File: src/rtl/bp_me_pkg.sv
// Shared types for the memory-end address region router: stripe modes and the region-table entry.
// The entry struct is declared per-module through a macro so it tracks each instance's widths.
package bp_me_pkg;

  typedef enum logic [1:0] {
    e_stripe_none = 2'd0,
    e_stripe_line = 2'd1,
    e_stripe_page = 2'd2,
    e_stripe_rsvd = 2'd3
  } bp_me_stripe_mode_e;

  localparam int bp_me_stripe_bits_width_gp = 3;

endpackage

`define DECLARE_BP_ME_REGION_ENTRY_S(paddr_width_mp, dst_id_width_mp) \
  typedef struct packed { \
    logic                                      en; \
    logic [paddr_width_mp-1:0]                 base; \
    logic [paddr_width_mp-1:0]                 mask; \
    logic [dst_id_width_mp-1:0]                dst_base; \
    bp_me_pkg::bp_me_stripe_mode_e             stripe_mode; \
    logic [bp_me_pkg::bp_me_stripe_bits_width_gp-1:0] stripe_bits; \
  } bp_me_region_entry_s

`define BP_ME_REGION_ENTRY_WIDTH(paddr_width_mp, dst_id_width_mp) \
  (1 + 2*(paddr_width_mp) + (dst_id_width_mp) + 2 + bp_me_pkg::bp_me_stripe_bits_width_gp)

File: src/rtl/bp_me_addr_region_match.sv
// One region-table entry: address match and striped destination compute, purely combinational.
module bp_me_addr_region_match
  import bp_me_pkg::*;
#(
  parameter int paddr_width_p  = 40,
  parameter int dst_id_width_p = 6,
  parameter int block_offset_p = 6,
  parameter int page_offset_p  = 12
) (
  input  logic [`BP_ME_REGION_ENTRY_WIDTH(paddr_width_p, dst_id_width_p)-1:0] entry_i,
  input  logic [paddr_width_p-1:0]  paddr_i,
  output logic                      match_o,
  output logic [dst_id_width_p-1:0] dst_o
);

  `DECLARE_BP_ME_REGION_ENTRY_S(paddr_width_p, dst_id_width_p);

  bp_me_region_entry_s       entry;
  logic [paddr_width_p-1:0]  stripe_mask;
  logic [paddr_width_p-1:0]  stripe_field;

  assign entry = entry_i;

  always_comb begin
    match_o     = entry.en & ((paddr_i & entry.mask) == (entry.base & entry.mask));
    // Shifting right zero-fills, so bits past the top of the address read as 0.
    stripe_mask = ~({paddr_width_p{1'b1}} << entry.stripe_bits);
    case (entry.stripe_mode)
      e_stripe_line: stripe_field = (paddr_i >> block_offset_p) & stripe_mask;
      e_stripe_page: stripe_field = (paddr_i >> page_offset_p) & stripe_mask;
      default:       stripe_field = '0;
    endcase
    dst_o = entry.dst_base + dst_id_width_p'(stripe_field);
  end

endmodule

File: src/rtl/bp_me_addr_region_router.sv
// CSR-programmed paddr -> destination ID router; lowest matching entry wins, misses use default_dst_p.
// One output register (1-cycle latency); ready_o = ~v_o | yumi_i, result holds while unconsumed.
module bp_me_addr_region_router
  import bp_me_pkg::*;
#(
  parameter int paddr_width_p   = 40,
  parameter int dst_id_width_p  = 6,
  parameter int num_regions_p   = 8,
  parameter int block_offset_p  = 6,
  parameter int page_offset_p   = 12,
  parameter int default_dst_p   = 0,
  parameter int counter_width_p = 16,
  localparam int idx_width_lp   = (num_regions_p > 1) ? $clog2(num_regions_p) : 1
) (
  input  logic                       clk_i,
  input  logic                       reset_i,

  input  logic                       cfg_w_v_i,
  input  logic [idx_width_lp-1:0]    cfg_idx_i,
  input  logic                       cfg_en_i,
  input  logic [paddr_width_p-1:0]   cfg_base_i,
  input  logic [paddr_width_p-1:0]   cfg_mask_i,
  input  logic [dst_id_width_p-1:0]  cfg_dst_base_i,
  input  logic [1:0]                 cfg_stripe_mode_i,
  input  logic [2:0]                 cfg_stripe_bits_i,

  input  logic [paddr_width_p-1:0]   paddr_i,
  input  logic                       v_i,
  output logic                       ready_o,

  output logic [dst_id_width_p-1:0]  dst_id_o,
  output logic                       hit_o,
  output logic                       v_o,
  input  logic                       yumi_i,

  output logic [counter_width_p-1:0] miss_count_o
);

  `DECLARE_BP_ME_REGION_ENTRY_S(paddr_width_p, dst_id_width_p);

  bp_me_region_entry_s       tbl_q [num_regions_p];
  logic [num_regions_p-1:0]  match;
  logic [dst_id_width_p-1:0] entry_dst [num_regions_p];

  logic                       lookup_hit;
  logic [dst_id_width_p-1:0]  lookup_dst;
  logic                       accept;

  logic                       v_q, v_d;
  logic                       hit_q, hit_d;
  logic [dst_id_width_p-1:0]  dst_q, dst_d;
  logic [counter_width_p-1:0] miss_cnt_q, miss_cnt_d;

  for (genvar i = 0; i < num_regions_p; i++) begin : g_region
    bp_me_addr_region_match #(
      .paddr_width_p (paddr_width_p),
      .dst_id_width_p(dst_id_width_p),
      .block_offset_p(block_offset_p),
      .page_offset_p (page_offset_p)
    ) u_match (
      .entry_i(tbl_q[i]),
      .paddr_i(paddr_i),
      .match_o(match[i]),
      .dst_o  (entry_dst[i])
    );
  end

  // Walk high to low so the lowest matching index is the final assignment.
  always_comb begin
    lookup_hit = 1'b0;
    lookup_dst = dst_id_width_p'(default_dst_p);
    for (int i = num_regions_p - 1; i >= 0; i--) begin
      if (match[i]) begin
        lookup_hit = 1'b1;
        lookup_dst = entry_dst[i];
      end
    end
  end

  assign ready_o = ~v_q | yumi_i;
  assign accept  = v_i & ready_o;

  always_comb begin
    v_d        = v_q;
    hit_d      = hit_q;
    dst_d      = dst_q;
    miss_cnt_d = miss_cnt_q;
    if (accept) begin
      v_d   = 1'b1;
      hit_d = lookup_hit;
      dst_d = lookup_dst;
      if (!lookup_hit && !(&miss_cnt_q)) begin
        miss_cnt_d = miss_cnt_q + 1'b1;
      end
    end else if (yumi_i) begin
      v_d = 1'b0;
    end
  end

  // Table writes land at the edge, so a same-cycle lookup still sees the old entry.
  always_ff @(posedge clk_i) begin
    if (reset_i) begin
      for (int i = 0; i < num_regions_p; i++) begin
        tbl_q[i] <= '0;
      end
      v_q        <= 1'b0;
      hit_q      <= 1'b0;
      dst_q      <= '0;
      miss_cnt_q <= '0;
    end else begin
      for (int i = 0; i < num_regions_p; i++) begin
        if (cfg_w_v_i && (cfg_idx_i == idx_width_lp'(i))) begin
          tbl_q[i].en          <= cfg_en_i;
          tbl_q[i].base        <= cfg_base_i;
          tbl_q[i].mask        <= cfg_mask_i;
          tbl_q[i].dst_base    <= cfg_dst_base_i;
          tbl_q[i].stripe_mode <= bp_me_stripe_mode_e'(cfg_stripe_mode_i);
          tbl_q[i].stripe_bits <= cfg_stripe_bits_i;
        end
      end
      v_q        <= v_d;
      hit_q      <= hit_d;
      dst_q      <= dst_d;
      miss_cnt_q <= miss_cnt_d;
    end
  end

  assign v_o          = v_q;
  assign hit_o        = hit_q;
  assign dst_id_o     = dst_q;
  assign miss_count_o = miss_cnt_q;

endmodule

File: config.mk
export PLATFORM = sky130hd
export DESIGN_NAME = bp_me_addr_region_router
export DESIGN_NICKNAME = d
export VERILOG_FILES = /design/src/rtl/bp_me_pkg.sv /design/src/rtl/bp_me_addr_region_match.sv /design/src/rtl/bp_me_addr_region_router.sv
export SDC_FILE = /design/constraint.sdc
export NUM_CORES = 1
export LEC_CHECK = 0
export CAP_MARGIN = 0
export CORE_ASPECT_RATIO = 2
export CORE_UTILIZATION = 35
export DETAILED_ROUTE_END_ITERATION = 6
export GPL_ROUTABILITY_DRIVEN = 1
export SETUP_SLACK_MARGIN = 0.2
export SYNTH_ARGS = -nofsm -noshare
export SYNTH_HDL_FRONTEND = slang
export SYNTH_SLANG_ARGS = --single-unit
File: constraint.sdc
create_clock -name clk_i -period 4.85 [get_ports clk_i]
set_input_delay 0.7275 -clock clk_i [delete_from_list [all_inputs] [get_ports clk_i]]
set_output_delay 0.7275 -clock clk_i [all_outputs]
set_load 0.01 [all_outputs]
## Word-level counts from Yosys, hierarchy flattened

Memories as Yosys holds them, arrays and structs flattened.
Index checks and enable logic that the tools add are counted.

| cells by class | value |
|---|---|
| $add $sub $neg | 9 |
| multipliers | 0 |
| div/mod/pow operators | 0 |
| order comparisons | 0 |
| eq/ne operators | 31 |
| shifts and indexed selects | 8 |
| multiplexer cells | 100 |
| bitwise gates (word level) | 99 |
| reductions and logical operators | 15 |

Operator list:

| cell | number |
|---|---|
| 40-bit AND | 16 |
| 40-bit 2-to-1 mux | 16 |
| 40-bit == test | 8 |
| 40-bit by 3-bit << shifter with 6-bit output, first input constant | 8 |
| 6-bit AND | 16 |
| 6-bit 2-to-1 mux | 16 |
| 6-bit one-hot mux with 2 select lines | 8 |
| 1-bit OR | 49 |
| 6-bit adder | 8 |
| 6-bit inverter | 8 |
| 1-bit 2-to-1 mux | 44 |
| 3-bit 2-to-1 mux | 8 |
| 16-bit by 1-bit adder with 16-bit output, second input constant | 1 |
| 2-bit by 1-bit == test with 1-bit output, second input constant | 8 |
| 2-bit == test, second input constant | 8 |
| 2-bit 2-to-1 mux | 8 |
| 16-bit AND reduction | 1 |
| 3-bit == test, second input constant | 4 |
| 1-bit AND | 9 |
| 1-bit logical AND | 9 |
| 3-bit by 2-bit == test with 1-bit output, second input constant | 2 |
| 3-bit by 1-bit == test with 1-bit output, second input constant | 1 |
| 3-bit zero test | 1 |
| 1-bit zero test | 2 |
| 3 further kinds | 3 |

| word-level totals | value |
|---|---|
| register bits | 24 |
| bits in latches | 0 |
| RAM bits | 736 |
| bits in read-only memories | 0 |
| bits of input ports | 140 |
| output and inout port bits | 25 |
| memories | 1 |

Memories:

| name | words | bits a word | read ports | clocked after memory_dff | wr ports | line | text |
|---|---|---|---|---|---|---|---|
| tbl_q | 8 | 92 | 8 | 0 | 8 | bp_me_addr_region_router.sv:41 | `bp_me_region_entry_s tbl_q [num_regions_p];` |

## Longest topological paths before layout

An unclocked memory read counts as a cell.

| depth | value |
|---|---|
| word-level depth | 15 |
| mapped depth | 16 |
| mapped depth without buffers | 15 |

## Modules after synthesis

Synthesis repeated with hierarchy kept, for this count alone.

| second synthesis, totals | value |
|---|---|
| cell total of the unflattened synthesis | 2596 |
| area total of the unflattened synthesis | 34060.2 um2 |

Modules (own cells, without submodules):

| module | times used | cells each | area an instance (um2) | sequential area each (um2) |
|---|---|---|---|---|
| bp_me_addr_region_router | 1 | 1772 | 26933.3 | 22581.7 |
| bp_me_addr_region_match | 8 | 103 | 890.9 | 0.0 |

## Worst setup path before layout

OpenSTA, ideal clock, no wires.

| timing | value |
|---|---|
| path kind | input to register |
| from | input port cfg_w_v_i |
| to | memory tbl_q[0][184] (netlist name), enable pin |
| arrival | 3117 ps |
| required time | 3978 ps |
| setup slack | 861 ps |
| cell stages on the path | 5 |
| buffers on the path | 2 |
| cells stage by stage | nor2b_1 > nand3b_1 > clkbuf_1 > clkbuf_1 > nand2_1 |

RTL lines:

| item | line | text |
|---|---|---|
| from (decl) | bp_me_addr_region_router.sv:18 | `input logic cfg_w_v_i,` |
| to (decl) | bp_me_addr_region_router.sv:41 |  |

## Final worst setup path

| timing | value |
|---|---|
| from | input port paddr_i[7] |
| to | register dst_q[3] (netlist: dst_id_o[3]) |

| on the way | value |
|---|---|
| longest elaborated chain between the ends | 11 |
| elaborated cells on any way between the ends | 56 |

Ends and longest elaborated chain:

| item | line | text |
|---|---|---|
| from (decl) | bp_me_addr_region_router.sv:27 | `input logic [paddr_width_p-1:0] paddr_i,` |
| 6-bit AND or 40-bit AND (tied branches) | bp_me_addr_region_match.sv:29, bp_me_addr_region_match.sv:25 |  |
| 6-bit one-hot mux with 2 select lines or 40-bit == test (tied branches) | bp_me_addr_region_match.sv:28, bp_me_addr_region_match.sv:25 |  |
| 6-bit adder or 1-bit AND (tied branches) | bp_me_addr_region_match.sv:33, bp_me_addr_region_match.sv:25 |  |
| 6-bit 2-to-1 mux (7 in a row) | bp_me_addr_region_router.sv:73 | `if (match[i]) begin` |
| 6-bit 2-to-1 mux * | bp_me_addr_region_router.sv:73 |  |
| to (signal assigned) | bp_me_addr_region_router.sv:123 | `dst_q <= dst_d;` |
| to (decl) | bp_me_addr_region_router.sv:51 | `logic [dst_id_width_p-1:0] dst_q, dst_d;` |

Every way passes the cells marked *; elsewhere a longest branch is shown, timed or not.
A chain may end at the register's enable or synchronous reset.

==> impl_metrics.csv <==
group,metric,value,unit
layout,area_growth,17.9,%
placement,io_buffers,164,
sta,setup_violations,0,
clock_network,path_clk_slew,0.07,ns
sta,period_needed,4.30,ns
sta,rsz0062_at_grt,"false",
min_path,hold_path_class,"register to register",
layout,utilization,41.6,%
drt,drc_errors,0,
job,max_cap_viol_count,0,
clock_network,cts_resized,0,
floorplanning,die_w,225,um
drt,ant_nets,0,
power,p_leak,0.0152,uW
clock_network,cts_tree,"built",
logic_synthesis,yosysTopAreaCell,"edfxtp_1",
logic_synthesis,netlist_instances,2802,
layout,n_fill_cell,9204,
logic_synthesis,yosysMostFrequentCell,"edfxtp_1",
logic_synthesis,synth.distinct_cells,67,
sta,final.setup_skew,0.0267,ns
drt,drt-total-wl,143,mm
sta,maxSlewHeadroom,14.5,%
logic_synthesis,syn_avg_cell_area,12.4,um^2
sta,fin_crit_sh,88.6,%
setup_path,rr_endpoint,"dst_id_o[3]",
setup_path,reg2reg_from,"tbl_q[1][349]",
floorplanning,core-area,98500,um^2
logic_synthesis,ys_top_cells_by_area,"edfxtp_1, xor2_1, nor2_1",
clock_network,cts_sinks,760,
sta,whs,0.535,ns
global_routing,grtUsageTotal,28.7,%
clock_network,ctsLongestPathBuffers,3,
drt,drt_iter0_markers,2384,
logic_synthesis,synth_nets,2999,
clock_network,numCtsBuffers,71,
min_path,holdPathEnd,"miss_count_o[12]",
placement,place_area,38800,um^2
logic_synthesis,async_reset_ff_share,0,%
placement,dp_hpwl,105,mm
global_routing,grt_remaining_overflow,0,
global_routing,grt_pass1_wl,193,mm
power,p_per_area,384,nW/um^2
sta,tightest_slew,1.28,ns
setup_path,critical_path_required,5.48,ns
setup_path,path_max_fanout,6,
min_path,hold_path.startpoint,"miss_count_o[12]",
power,max-vdd-ir-drop,0.254,mV
min_path,holdPathStages,2,
drt,wl_per_cell,32.4,um
logic_synthesis,netlist.area_leader.share,63.6,%
sta,tns,0,ns
floorplanning,fp.dieH,448,um
logic_synthesis,synth_seq_cells,760,
logic_synthesis,synth_ff_type,"edfxtp_1",
logic_synthesis,ys.warnings.count,0,
setup_path,reg2reg_depth,9,
clock_network,root_buffer,"clkbuf_16",
floorplanning,num_rows,163,
setup_path,rrSetupSlack,1.04,ns
setup_path,crit_type,"primary input to register",
setup_path,end_kind,"register",
global_routing,antenna_found_initial,6,
run_status,status,"completed",
drt,vias,24100,
clock_network,clock_latency,0.70,ns
clock_network,h-tree-depth,3,
sta,max_freq,233,MHz
global_routing,grt_max_degree,93,
setup_path,arrival,4.93,ns
logic_synthesis,syn_area,34700,um^2
floorplanning,io_pins,165,
floorplanning,start_util,35.3,%
clock_network,cts_setup_buffers,0,
layout,num-nets-final,3234,
drt,drt_first_pass_iters,5,
logic_synthesis,netlist_top_cells_count,"edfxtp_1, nor2_1, xor2_1, a22oi_1, nand2_1",
sta,finalMaxSlewViolations,0,
logic_synthesis,yosysSeqAreaShare,65.0,%
logic_synthesis,synth_edf_count,736,
floorplanning,design.die.area,101000,um^2
setup_path,cp-start-kind,"primary input",
layout,stdcell_area,41000,um^2
global_routing,grt_pass1_vias,24200,
placement,gp_congestion,1.02,
drt,vias_per_cell,5.45,
sta,final_hold_viol_count,0,
clock_network,holdBufCountCts,0,
layout,drive_gt1_share,8.89,%
placed cells by master (no fill, tap or decap), types with 55 or more instances in the layout:
| cell type | n |
|---|---|
| nand4_1 | 55 |
| clkdlybuf4s50_1 | 164 |
| a22oi_1 | 177 |
| nand2_1 | 151 |
| nor2_1 | 608 |
| xor2_1 | 330 |
| clkbuf_16 | 73 |
| edfxtp_1 | 736 |
| buf_4 | 122 |
| inv_1 | 129 |
critical path, stage by stage:
cell and delay (ns):
clkdlybuf4s50_1 0.68, buf_4 0.29, xor2_1 0.16, a22oi_1 0.74
nand4_1 0.19, nor4_1 0.85, buf_4 0.27, nand2_1 0.08
or4_1 0.53, a21oi_1 0.22, o211a_1 0.16
sequential cells by signal, indices dropped and copies added (netlist names):
name and flops:
miss_count_o 16, hit_o 1, tbl_q 736, v_o 1, dst_id_o 6
logic make-up after synthesis:
family                   after synthesis  share of synthesized area [%]
adder cells (fa/ha/maj)               57                           2.23
AND/OR/NAND/NOR                      981                           12.0
AO/OA/AOI/OAI                        314                           6.62
XOR/XNOR                             359                           9.05
flip-flops                           760                           65.0
buffers and inverters                271                           3.27
multiplexers                          60                           1.78
power by group:
part	switching [uW]	total, uW	internal (uW)
combinational	1570	2260	691
sequential	235	7920	7690
clock	2620	5550	2930
final cells by class:
| class | count | area, um^2 | share of cell area [%] |
|---|---|---|---|
| clock buffer | 82 | 1860 | 4.54 |
| sequential | 760 | 22600 | 55.1 |
| antenna | 4 | 10.0 | 0.0244 |
| inverter | 130 | 490 | 1.20 |
| multi-input combinational | 1771 | 11100 | 27.2 |
| tap | 1320 | 1650 | 4.03 |
| clock inverter | 47 | 328 | 0.800 |
| timing repair buffer | 303 | 2900 | 7.08 |
per-stage QoR:
step	setup slack, ns	total power (uW)	instances
CTS	0.585	15700	4413
detailed placement	-0.116	10300	4284
global placement	-0.0962	10300	4284
global route	0.482	16000	4415
finish	0.552	15700	4417
floorplan	0.861	9010	2802
layer usage:
metal  GRT usage, %  part of all wire [%]
met3           5.35                   6.3
met4           30.1                    12
met2           49.4                    50
met5              0                 0.024
met1           27.9                    32
worst max path at each step:
| stage | from | to | slack [ns] | cells after the start |
|---|---|---|---|---|
| detailed placement | paddr_i[7] | dst_id_o[3] | -0.12 | 11 |
| floorplan | cfg_w_v_i | tbl_q[0][184] | 0.86 | 5 |
| global placement | paddr_i[7] | dst_id_o[3] | -0.1 | 11 |
| CTS | paddr_i[7] | dst_id_o[3] | 0.58 | 11 |
| global route | paddr_i[7] | dst_id_o[2] | 0.48 | 11 |
| finish | paddr_i[7] | dst_id_o[3] | 0.55 | 11 |
Power figures use the tool's default switching activity.
